<file path="src/rtl/vga_timing.sv">
`timescale 1ns/1ps
`default_nettype none
// +-----------------------------------------------------------------------------+
// | Module      : vga_timing                                                    |
// | Description : 640x480@60 Hz raster timing generator on the 25 MHz pixel     |
// |               clock. Full-frame X/Y counters, DAC sync/blank strobes and    |
// |               per-line / per-frame pulses for the renderer and game logic.  |
// |               Optional macro VGA_TIMING_PIPE_EN delays HS/VS/BLANK_N by one |
// |               cycle to line up with a registered RGB path.                  |
// | Revision    : 1.0 - initial release                                         |
// +-----------------------------------------------------------------------------+
module vga_timing #(
  parameter int H_SYNC   = 96,
  parameter int H_BP     = 48,
  parameter int H_ACTIVE = 640,
  parameter int H_FP     = 16,
  parameter int V_SYNC   = 2,
  parameter int V_BP     = 33,
  parameter int V_ACTIVE = 480,
  parameter int V_FP     = 10
) (
  input  logic       VGA_CLK,
  input  logic       reset,
  output logic [9:0] VGA_X,
  output logic [9:0] VGA_Y,
  output logic       VGA_HS,
  output logic       VGA_VS,
  output logic       VGA_BLANK_N,
  output logic       VGA_SYNC_N,
  output logic       active,
  output logic       line_start,
  output logic       frame_start,
  output logic [7:0] frame_count
);

  localparam logic [9:0] C_H_TOT    = 10'(H_SYNC + H_BP + H_ACTIVE + H_FP);
  localparam logic [9:0] C_V_TOT    = 10'(V_SYNC + V_BP + V_ACTIVE + V_FP);
  localparam logic [9:0] C_H_SYNC   = 10'(H_SYNC);
  localparam logic [9:0] C_V_SYNC   = 10'(V_SYNC);
  localparam logic [9:0] C_H_ACT_LO = 10'(H_SYNC + H_BP);
  localparam logic [9:0] C_H_ACT_HI = 10'(H_SYNC + H_BP + H_ACTIVE);
  localparam logic [9:0] C_V_ACT_LO = 10'(V_SYNC + V_BP);
  localparam logic [9:0] C_V_ACT_HI = 10'(V_SYNC + V_BP + V_ACTIVE);

  logic [9:0] w_x_nxt;
  logic [9:0] w_y_nxt;
  logic       w_x_wrap;
  logic       w_frame_wrap;
  logic       w_hs_nxt;
  logic       w_vs_nxt;
  logic       w_act_nxt;
  logic       r_hs;
  logic       r_vs;
  logic       r_act;

  // Next counter values and the strobes they imply; decoding the next value
  // lets the registered strobes line up exactly with the registered counters.
  always_comb begin
    w_x_wrap     = (VGA_X == C_H_TOT - 10'd1);
    w_frame_wrap = w_x_wrap && (VGA_Y == C_V_TOT - 10'd1);
    w_x_nxt      = w_x_wrap ? 10'd0 : VGA_X + 10'd1;
    w_y_nxt      = VGA_Y;
    if (w_frame_wrap) begin
      w_y_nxt = 10'd0;
    end else if (w_x_wrap) begin
      w_y_nxt = VGA_Y + 10'd1;
    end
    w_hs_nxt  = (w_x_nxt >= C_H_SYNC);
    w_vs_nxt  = (w_y_nxt >= C_V_SYNC);
    w_act_nxt = (w_x_nxt >= C_H_ACT_LO) && (w_x_nxt < C_H_ACT_HI) &&
                (w_y_nxt >= C_V_ACT_LO) && (w_y_nxt < C_V_ACT_HI);
  end

  // Raster counters, zero-skew strobes, pulses and the frame counter.
  always_ff @(posedge VGA_CLK) begin
    if (reset) begin
      VGA_X       <= 10'd0;
      VGA_Y       <= 10'd0;
      r_hs        <= 1'b0;
      r_vs        <= 1'b0;
      r_act       <= 1'b0;
      line_start  <= 1'b0;
      frame_start <= 1'b0;
      frame_count <= 8'd0;
    end else begin
      VGA_X       <= w_x_nxt;
      VGA_Y       <= w_y_nxt;
      r_hs        <= w_hs_nxt;
      r_vs        <= w_vs_nxt;
      r_act       <= w_act_nxt;
      line_start  <= (w_x_nxt == 10'd0);
      frame_start <= (w_x_nxt == 10'd0) && (w_y_nxt == 10'd0);
      if (w_frame_wrap) begin
        frame_count <= frame_count + 8'd1;
      end
    end
  end

`ifdef VGA_TIMING_PIPE_EN
  logic r_hs_d;
  logic r_vs_d;
  logic r_blank_n_d;

  // Extra stage so the DAC strobes match the renderer's registered RGB.
  always_ff @(posedge VGA_CLK) begin
    if (reset) begin
      r_hs_d      <= 1'b0;
      r_vs_d      <= 1'b0;
      r_blank_n_d <= 1'b0;
    end else begin
      r_hs_d      <= r_hs;
      r_vs_d      <= r_vs;
      r_blank_n_d <= r_act;
    end
  end

  assign VGA_HS      = r_hs_d;
  assign VGA_VS      = r_vs_d;
  assign VGA_BLANK_N = r_blank_n_d;
`else
  assign VGA_HS      = r_hs;
  assign VGA_VS      = r_vs;
  assign VGA_BLANK_N = r_act;
`endif

  // Game logic always sees the undelayed decode; no sync-on-green.
  assign active     = r_act;
  assign VGA_SYNC_N = 1'b0;

endmodule
`default_nettype wire

</file>
<file path="config.mk">
export PLATFORM = sky130hd
export DESIGN_NAME = vga_timing
export DESIGN_NICKNAME = d
export VERILOG_FILES = /design/src/rtl/vga_timing.sv
export SDC_FILE = /design/constraint.sdc
export NUM_CORES = 1
export LEC_CHECK = 0
export CORE_UTILIZATION = 48
export CTS_BUF_LIST = sky130_fd_sc_hd__clkbuf_4 sky130_fd_sc_hd__clkbuf_8
export CTS_CLUSTER_SIZE = 28
export DETAILED_ROUTE_END_ITERATION = 8
export PLACE_DENSITY = 0.88
export SYNTH_ARGS = -nofsm -noshare
export SYNTH_HDL_FRONTEND = slang
export SYNTH_SLANG_ARGS = --single-unit
</file>
<file path="constraint.sdc">
create_clock -name VGA_CLK -period 2.4 [get_ports VGA_CLK]
set_input_delay 0.6 -clock VGA_CLK [delete_from_list [all_inputs] [get_ports VGA_CLK]]
set_output_delay 0.6 -clock VGA_CLK [all_outputs]
set_load 0.05 [all_outputs]
</file>
Word-level counts from Yosys, hierarchy flattened:

Cells that the tools add are included.
W data, S select, Z words.

* bits in registers: 33
* latch bits: 0
* bits in writable memories: 0
* ROM bits: 0
* input bits: 2
* output and inout bits: 35
* word-level logic and storage cells: 29
* memories: 0

* $add $sub $neg: 3
* multipliers: 0
* divide/modulo/power cells: 0
* $lt $le $gt $ge: 6
* equality and inequality tests: 2
* shift-type cells: 0
* multiplexer cells: 3
* bitwise gates (word level): 0
* reduce and logical (&&, ||, !) cells: 7

Operator list (number)
* $mux W10: 3
* $add A10 B1 Y10 const B: 2
* $eq A10 B10 Y1 const B: 2
* $logic_not A10 Y1: 2
* $lt A10 B10 Y1 const B: 2
* $ge A10 B2 Y1 const B: 1
* $ge A10 B6 Y1 const B: 1
* $ge A10 B7 Y1 const B: 1
* $ge A10 B8 Y1 const B: 1
* $add A8 B1 Y8 const B: 1
* $logic_and A1 B1 Y1: 5

Logic depth before layout (Yosys ltp):

Gate-level depths: netlist (run 1).

* word-level depth: 6
* depth in mapped cells: 9
* depth with buffers taken out: 9

Least setup slack after synthesis (run 1):

No wires, ideal clock.

* path kind: reg2reg
* start: register VGA_X[0]
* end: register r_act, in the netlist VGA_BLANK_N
* library setup time: 119 ps
* arrival time: 2666 ps
* data required time: 2281 ps
* setup slack: -384 ps
* stages on the path, launching flop included: 10
* buffers on the path: 1
* clock period less this slack: 2784 ps
* cells stage by stage: dfxtp_1 -> ha_1 -> nand4_1 -> or3_1 -> buf_6 -> o41a_1 -> mux2i_1 -> a31oi_2 -> and4_1 -> o221a_1

* word-level cells in the longest chain between the ends: 6
* elaborated cells between the ends (all ways): 13
* those cells by class: add/sub (1); order compare (4); eq/ne (1); mux (3); reduce/logical (4)

Ends and longest elaborated chain
* from (decl): line 24 `output logic [9:0] VGA_X,`
* from (signal assigned): line 86 `VGA_X <= w_x_nxt;`
* $add A10 B1 Y10 or $eq A10 B10 Y1 (tied branches): line 61, 59
* $mux W10 (tied with other cells): line 61 `w_x_nxt = w_x_wrap ? 10'd0 : VGA_X + 10'd1;`
* $ge A10 B8 Y1 (tied with other cells): line 70 `w_act_nxt = (w_x_nxt >= C_H_ACT_LO) && (w_x_nxt < C_H_ACT_HI) &&`
* $logic_and A1 B1 Y1 or $ge A10 B6 Y1 (tied branches): line 70, 71
* $logic_and A1 B1 Y1: line 70
* $logic_and A1 B1 Y1 *: line 71 `(w_y_nxt >= C_V_ACT_LO) && (w_y_nxt < C_V_ACT_HI);`
* to (signal assigned): line 90 `r_act <= w_act_nxt;`
* to (decl): line 54 `logic r_act;`

Every way passes the cells marked *; elsewhere a longest branch is shown, timed or not.
A chain may end at the register's enable or synchronous reset.

Worst setup path in the final report (run 1):

Same ends and word-level chain as after synthesis.

==> results of run 1 <==
routing by layer:
| metal | GRT usage [%] | routed length [µm] | vias up |
|---|---|---|---|
| met3 | 5.47 | 236 | 8 |
| met5 | 0 | 0 | - |
| met1 | 30.1 | 1970 | 780 |
| li1 | - | - | 833 |
| met2 | 36.6 | 1910 | 57 |
| met4 | 8.72 | 61 | 0 |
worst max-delay path by stage:
stage                        start                      to  slack [ps]  depth (start not counted)
2_1_floorplan  VGA_X[0]$_SDFF_PP0_  VGA_BLANK_N$_SDFF_PP0_          10                          9
3_3_place_gp   VGA_X[0]$_SDFF_PP0_  VGA_BLANK_N$_SDFF_PP0_         120                          8
3_5_place_dp   VGA_X[0]$_SDFF_PP0_  VGA_BLANK_N$_SDFF_PP0_         -40                          8
4_1_cts        VGA_X[0]$_SDFF_PP0_  VGA_BLANK_N$_SDFF_PP0_          40                          8
5_1_grt        VGA_X[1]$_SDFF_PP0_  VGA_BLANK_N$_SDFF_PP0_         -20                          8
6_report       VGA_X[0]$_SDFF_PP0_  VGA_BLANK_N$_SDFF_PP0_          80                          8
placed cells by master, fill, tap and decap left out, types with 6 or more instances in the layout:
cell             synthesis  routed
xor2_1                  14      14
inv_1                    6       6
xnor2_1                  9       9
dfxtp_1                 33      22
nand3_1                 13      13
nor2_1                  29      28
clkdlybuf4s50_1          0      35
buf_4                    3      14
nand2_1                 16      16
nor3_1                  13      12
dfxtp_2                  0       7
power by group through the flow:
stage	logic, mW	clock network, mW	registers, mW
floorplan	0.0210	0	0.589
global placement	0.0553	0	0.570
detailed placement	0.0556	0	0.571
CTS	0.0557	0.399	0.559
global route	0.0658	0.425	0.557
finish	0.0625	0.391	0.557
what timing repair did:
item / 4_1_cts / 5_1_grt
pin swaps: 0 / 4
setup buffers: 0 / 3
setup endpoints to repair: 1 / 1
resized for setup: 2 / 5
registers in the layout, indices dropped and copies added (netlist names):
register     count
VGA_VS           1
VGA_BLANK_N      1
VGA_HS           1
VGA_X           10
frame_start      1
VGA_Y           10
line_start       1
frame_count      8
layout make-up:
| type | count | area, µm² | area share (%) |
|---|---|---|---|
| timing repair buffer | 49 | 455 | 19.0 |
| inverter | 6 | 22.5 | 0.941 |
| clock buffer | 6 | 76.3 | 3.19 |
| multi-input combinational | 160 | 1090 | 45.7 |
| sequential | 33 | 684 | 28.6 |
| clock inverter | 1 | 3.75 | 0.157 |
| tap | 46 | 57.6 | 2.40 |
tightest hold or removal path, cell delays in order (launching register included):
cell and delay (ps):
dfxtp_1 330, nand2_1 60, a21oi_1 50
stage by stage:
step	setup slack [ps]	utilization, %	setup TNS, ps	cells
final	77.9	69.5	0	301
after global routing	-24.5	69.5	-24.5	301
after CTS	38.3	68.1	0	298
after detailed placement	-41.5	65.5	-41.5	291
after global placement	118	65.5	0	291
after floorplan	13.9	-	0	209
cells by family after synthesis:
kind of cell	count (synthesis)
AOI/OAI and AO/OA	24
xor gates and xnor gates	23
adders and majority gates	5
buffers and inverters	16
DFF	33
muxes	3
other	1
and+or+nand+nor	104
==> reports/results.tsv, run 1 <==
stage	metric	value	unit
detailed_routing	routed vias/inst	5.57	
die	Die H	63.0	µm
clock_tree	CTS Buffer Depth	2	
worst_hold_path	WHS Endpoint	frame_count[1]$_SDFFE_PP0P_	
yosys	Syn Nets	216	
die	initial core utilization	51.9	%
power	NetSw	0.232	mW
global_routing	grt ovf	0	
yosys	Simple-Gate Fraction of Synth Area	31.6	%
critical_path	cells along the critical path	ha_4, nand4_1, or3_4, o41a_1, mux2i_1, a31oi_2, and4_1, o221a_1	
final_layout	Area Overhead vs Synth	34.0	%
clock_tree	CTS Hold Bufs	0	
power	Tot Pwr	1.01	mW
die	Core Region	0.00344	mm²
clock_tree	CTS Root Cell	clkbuf_8	
clock_tree	Clock Pin Slew Worst Setup and Hold Paths	60	ps
critical_path	critical path's largest stage delay	480	ps
yosys	leading area contributor after synthesis	dfxtp_1	
timing	count of final setup violators	0	
die	die area	0.00397	mm²
die	Chip Width	63.0	µm
place	placed cell area	0.00226	mm²
yosys	synthesized instance count	209	
die	number of top-level pins	37	
yosys	post-synthesis async set-or-reset flop share	0	%
yosys	synthesized flop and latch total	33	
detailed_routing	drt pass-1 iters	4	
critical_path	Crit path arrival time	2490	ps
timing	maximum clock frequency	431	MHz
global_routing	total track usage	23.1	%
global_routing	antenna violations before repair	0	
yosys	synth cell count leaders	33 x dfxtp_1, 29 x nor2_1, 16 x nand2_1	
detailed_routing	remaining antenna violation count after routing	0	
detailed_routing	DRC	0	
timing	relative slew slack	64.6	%
power	PwrDens	422	mW/mm²
final_layout	fillers	272	
final_layout	ant diodes	0	
critical_path	maximum fanout along the worst path	5	
final_layout	fraction of layout instances using a drive strength above 1	18.4	%
power	Leak	0.895	nW
final_layout	nets	262	
power	Net Sw Frac	22.9	%
clock_tree	clock insertion delay at the later pin of the skew report	290	ps
global_routing	largest net degree at the start of global routing	31	
power	VDD IR-drop max	374	µV
timing	final hold vios	0	
detailed_routing	final WL	4180	µm
power	Clk network pwr share	38.7	%
clock_tree	Num CTS Buffers	5	
worst_hold_path	WHS Path Cells	2	
yosys	post-synth top area share	37.0	%
power	sequential power share	55.1	%
yosys	dominant synthesized flop cell	dfxtp_1	
yosys	sequential share of the synthesized area	37.0	%
detailed_routing	DR WL/cell	13.9	µm
yosys	Avg Cell Area, Syn	8.55	µm²
flow_run	MaxCap Viol Count	0	
detailed_routing	routed vias	1678	
critical_path	startpoint types	flip-flop	
critical_path	Crit path buffers/inverters	0	
die	# rows	21	
timing	pins over their slew limit	0	
place	GPL Wtd Cong	0.881	
critical_path	FF-to-FF Start	VGA_X[0]$_SDFF_PP0_	
timing	Period minus WS final	2320	ps
worst_hold_path	HP Class	flip-flop to flip-flop	
final_layout	final instance area	0.00239	mm²
yosys	main combinational cell family by area after synthesis	simple AND/OR/NAND/NOR gates	
clock_tree	CTS tree	built	
global_routing	first-pass GRT wire length	7190	µm
critical_path	Crit. End Element	flip-flop	
timing	slew at the pin closest to its max-slew limit	528	ps
timing	final period utilization	96.8	%
timing	RSZ-0062 raised after global routing	yes	
yosys	synthesized area	0.00179	mm²
yosys	Compound-Gate Fraction of Synth Area	10.3	%
critical_path	R2R depth	8	
yosys	Post-synth EDFFs	0	
timing	WHS	496	ps
yosys	synth unique cells	48	
critical_path	r2r setup slk	80	ps
clock_tree	H-tree levels	2	
clock_tree	clk sinks	33	
critical_path	Setup CP Type	flip-flop to flip-flop	
run_status	status	finished, final reports clean	
yosys	synthesized-area fraction occupied by adder cells	3.50	%
power	Comb power frac	6.2	%
global_routing	vias in the first global route	1535	
detailed_routing	1st-iter DRT viols	85	
yosys	Synth area leaders	dfxtp_1 37%, xor2_1 6.9%, nor2_1 6.1%	
worst_hold_path	min-delay src	frame_count[1]$_SDFFE_PP0P_	
yosys	yosys warns	0	
place	I/O Buffers	35	
power	internal power	0.778	mW
place	DP HPWL	3050	µm
critical_path	Top Family by Delay on Critical Path	simple AND/OR/NAND/NOR gates	
timing	Setup Skew	5.86	ps
critical_path	Crit-path slowest cell	or3_4	
yosys	xor/xnor cell area share of the yosys netlist	11.3	%
yosys	leading cell type by number of instances after synthesis	dfxtp_1	
critical_path	FF-to-FF End	VGA_BLANK_N$_SDFF_PP0_	
critical_path	Critical Path RT	2570	ps
yosys	multiplexer area fraction after synthesis	1.68	%
Power figures use the tool's default switching activity.
==> run 2, diff against run 1 <==
--- a/config.mk
+++ b/config.mk
@@ -10,6 +10,7 @@
 export CTS_CLUSTER_SIZE = 28
 export DETAILED_ROUTE_END_ITERATION = 8
 export PLACE_DENSITY = 0.88
+export SETUP_SLACK_MARGIN = 0.1
 export SYNTH_ARGS = -nofsm -noshare
 export SYNTH_HDL_FRONTEND = slang
 export SYNTH_SLANG_ARGS = --single-unit
==> reports/results.tsv, run 2 (same netlist as run 1, synthesis figures left out) <==
stage	metric	value	unit	change
run_status	status	finished, final reports clean		
detailed_routing	DR WL/cell	14.9	µm	+7.2%
final_layout	nets	263		+0.38%
die	Core Region	0.00344	mm²	unchanged
critical_path	Critical Path RT	2580	ps	about the same
critical_path	R2R depth	8		unchanged
global_routing	first-pass GRT wire length	7230	µm	+0.58%
clock_tree	Num CTS Buffers	5		unchanged
detailed_routing	DRC	0		unchanged
timing	relative slew slack	65.5	%	+0.94 points
critical_path	Crit-path slowest cell	or3_4		
worst_hold_path	HP Class	flip-flop to flip-flop		
final_layout	Final Instance Count excl. Fillers	303		+0.66%
worst_hold_path	WHS Path Cells	1		-1
detailed_routing	routed vias	1711		+2.0%
global_routing	antenna violations before repair	0		unchanged
die	initial core utilization	51.9	%	unchanged
critical_path	Setup CP Type	flip-flop to flip-flop		
critical_path	cells along the critical path	ha_4, nand4_1, or3_4, o41a_1, mux2i_1, a31oi_2, and4_1, o221a_1		
clock_tree	CTS Buffer Depth	2		unchanged
timing	maximum clock frequency	433	MHz	+0.48%
global_routing	vias in the first global route	1570		+2.3%
critical_path	Crit path arrival time	2490	ps	about the same
place	I/O Buffers	35		unchanged
detailed_routing	routed vias/inst	5.65		+1.3%
power	PwrDens	479	mW/mm²	+13%
global_routing	grt ovf	0		unchanged
timing	Period minus WS final	2310	ps	-11.1 ps
clock_tree	CTS Hold Bufs	0		unchanged
detailed_routing	remaining antenna violation count after routing	0		unchanged
flow_run	MaxCap Viol Count	0		unchanged
global_routing	total track usage	23.5	%	+0.46 points
critical_path	r2r setup slk	90	ps	about the same
critical_path	startpoint types	flip-flop		
timing	slew at the pin closest to its max-slew limit	516	ps	-12.1 ps
detailed_routing	final WL	4510	µm	+7.9%
place	Cells after DPL	289		-0.69%
die	Chip Width	63.0	µm	unchanged
timing	final period utilization	96.3	%	-0.46 points
final_layout	final instance area	0.00245	mm²	+2.4%
die	number of top-level pins	37		unchanged
place	GPL Wtd Cong	0.895		+1.6%
timing	RSZ-0062 raised after global routing	yes		
die	die area	0.00397	mm²	unchanged
final_layout	ant diodes	0		unchanged
clock_tree	Clock Pin Slew Worst Setup and Hold Paths	70	ps	about the same
timing	Setup Skew	3.78	ps	-2.08 ps
critical_path	Crit. End Element	flip-flop		
worst_hold_path	min-delay src	VGA_X[0]$_SDFF_PP0_		
power	Leak	0.936	nW	+4.6%
critical_path	FF-to-FF End	VGA_BLANK_N$_SDFF_PP0_		
final_layout	most common cell after layout, fill and taps aside	clkdlybuf4s50_1		
clock_tree	clk sinks	33		unchanged
timing	setup tns final	0	ps	unchanged
die	# rows	21		unchanged
timing	count of final setup violators	0		unchanged
power	VDD IR-drop max	307	µV	-18%
timing	final hold vios	0		unchanged
detailed_routing	1st-iter DRT viols	53		-38%
final_layout	Top Registers	VGA_X (10), VGA_Y (10), frame_count (8)		
power	Tot Pwr	1.17	mW	+16%
critical_path	critical path's largest stage delay	490	ps	about the same
critical_path	FF-to-FF Start	VGA_X[0]$_SDFF_PP0_		
die	Die H	63.0	µm	unchanged
global_routing	largest net degree at the start of global routing	31		unchanged
final_layout	most frequent cells in the layout	34 x clkdlybuf4s50_1, 29 x nor2_1, 22 x dfxtp_1, 16 x nand2_1, 15 x buf_4		
clock_tree	CTS tree	built		
final_layout	Area Overhead vs Synth	37.1	%	
final_layout	fraction of layout instances using a drive strength above 1	19.8	%	+1.4 points
clock_tree	H-tree levels	2		unchanged
clock_tree	clock insertion delay at the later pin of the skew report	290	ps	about the same
detailed_routing	drt pass-1 iters	4		unchanged
worst_hold_path	WHS Endpoint	VGA_X[0]$_SDFF_PP0_		
timing	pins over their slew limit	0		unchanged
critical_path	maximum fanout along the worst path	6		+1
place	DP HPWL	3030	µm	-0.76%
place	placed cell area	0.00224	mm²	-0.67%
clock_tree	CTS Root Cell	clkbuf_8		
final_layout	final design utilization	71.2	%	+1.6 points
run 2: cell type report:
cell class                 count  area [µm²]
tap                           46        57.6
clock inverter                 1        30.0
timing repair buffer          50         465
clock buffer                   7        90.1
fill                         257         992
inverter                       6        22.5
sequential                    33         684
multi-input combinational    160        1100
run 2: worst max-delay path: cells and delay by family (launching register included):
family | cells | cell delay, ps
multiplexers | 1 | 160
flip-flops | 1 | 370
AO/OA/AOI/OAI | 3 | 670
adder cells (fa/ha/maj) | 1 | 150
AND/OR/NAND/NOR | 3 | 850
run 2: how the worst max path moves through the flow:
| stage | startpoint | to | slack (ps) | depth (start not counted) |
|---|---|---|---|---|
| 6_report | VGA_X[0]$_SDFF_PP0_ | VGA_BLANK_N$_SDFF_PP0_ | 90 | 8 |
| 5_1_grt | VGA_X[0]$_SDFF_PP0_ | VGA_BLANK_N$_SDFF_PP0_ | 30 | 8 |
| 4_1_cts | VGA_X[0]$_SDFF_PP0_ | VGA_BLANK_N$_SDFF_PP0_ | 110 | 8 |
| 3_5_place_dp | VGA_X[0]$_SDFF_PP0_ | VGA_BLANK_N$_SDFF_PP0_ | -40 | 8 |
| 3_3_place_gp | VGA_X[0]$_SDFF_PP0_ | VGA_BLANK_N$_SDFF_PP0_ | 70 | 8 |
| 2_1_floorplan | VGA_X[0]$_SDFF_PP0_ | VGA_BLANK_N$_SDFF_PP0_ | 10 | 9 |
run 2: what timing repair did:
| action | 4_1_cts | 5_1_grt |
|---|---|---|
| setup endpoints to repair | 1 | 4 |
| buffers inserted | 2 | 4 |
| pin swaps | 1 | 5 |
| gates resized for setup | 3 | 6 |
run 2: per-stage QoR:
stage | hold WS [ps] | setup slack (ps)
finish | 456 | 89.0
global route | 474 | 25.8
CTS | 486 | 106
detailed placement | 477 | -41.0
global placement | 462 | 67.8
floorplan | 583 | 13.9
run 2: metal layers:
metal | vias to the layer above | global-route usage [%] | part of all wire [%]
met3 | 18 | 6.57 | 7.1
li1 | 826 | - | -
met2 | 77 | 38.7 | 47
met1 | 790 | 27.2 | 42
met5 | - | 0 | 0
met4 | 0 | 13.4 | 3.5
run 2: where the power goes:
group,internal (mW),switching (mW),leakage (nW)
combinational,0.0209,0.0421,0.601
sequential,0.551,0.00606,0.273
clock,0.350,0.203,0.0619
==> run 3, diff against run 2 <==
--- a/config.mk
+++ b/config.mk
@@ -7,7 +7,6 @@
 export LEC_CHECK = 0
 export CORE_UTILIZATION = 48
 export CTS_BUF_LIST = sky130_fd_sc_hd__clkbuf_4 sky130_fd_sc_hd__clkbuf_8
-export CTS_CLUSTER_SIZE = 28
 export DETAILED_ROUTE_END_ITERATION = 8
 export PLACE_DENSITY = 0.88
 export SETUP_SLACK_MARGIN = 0.1
==> results of run 3 <==
The final DEF is identical to that of run 2; final timing and power are the same.
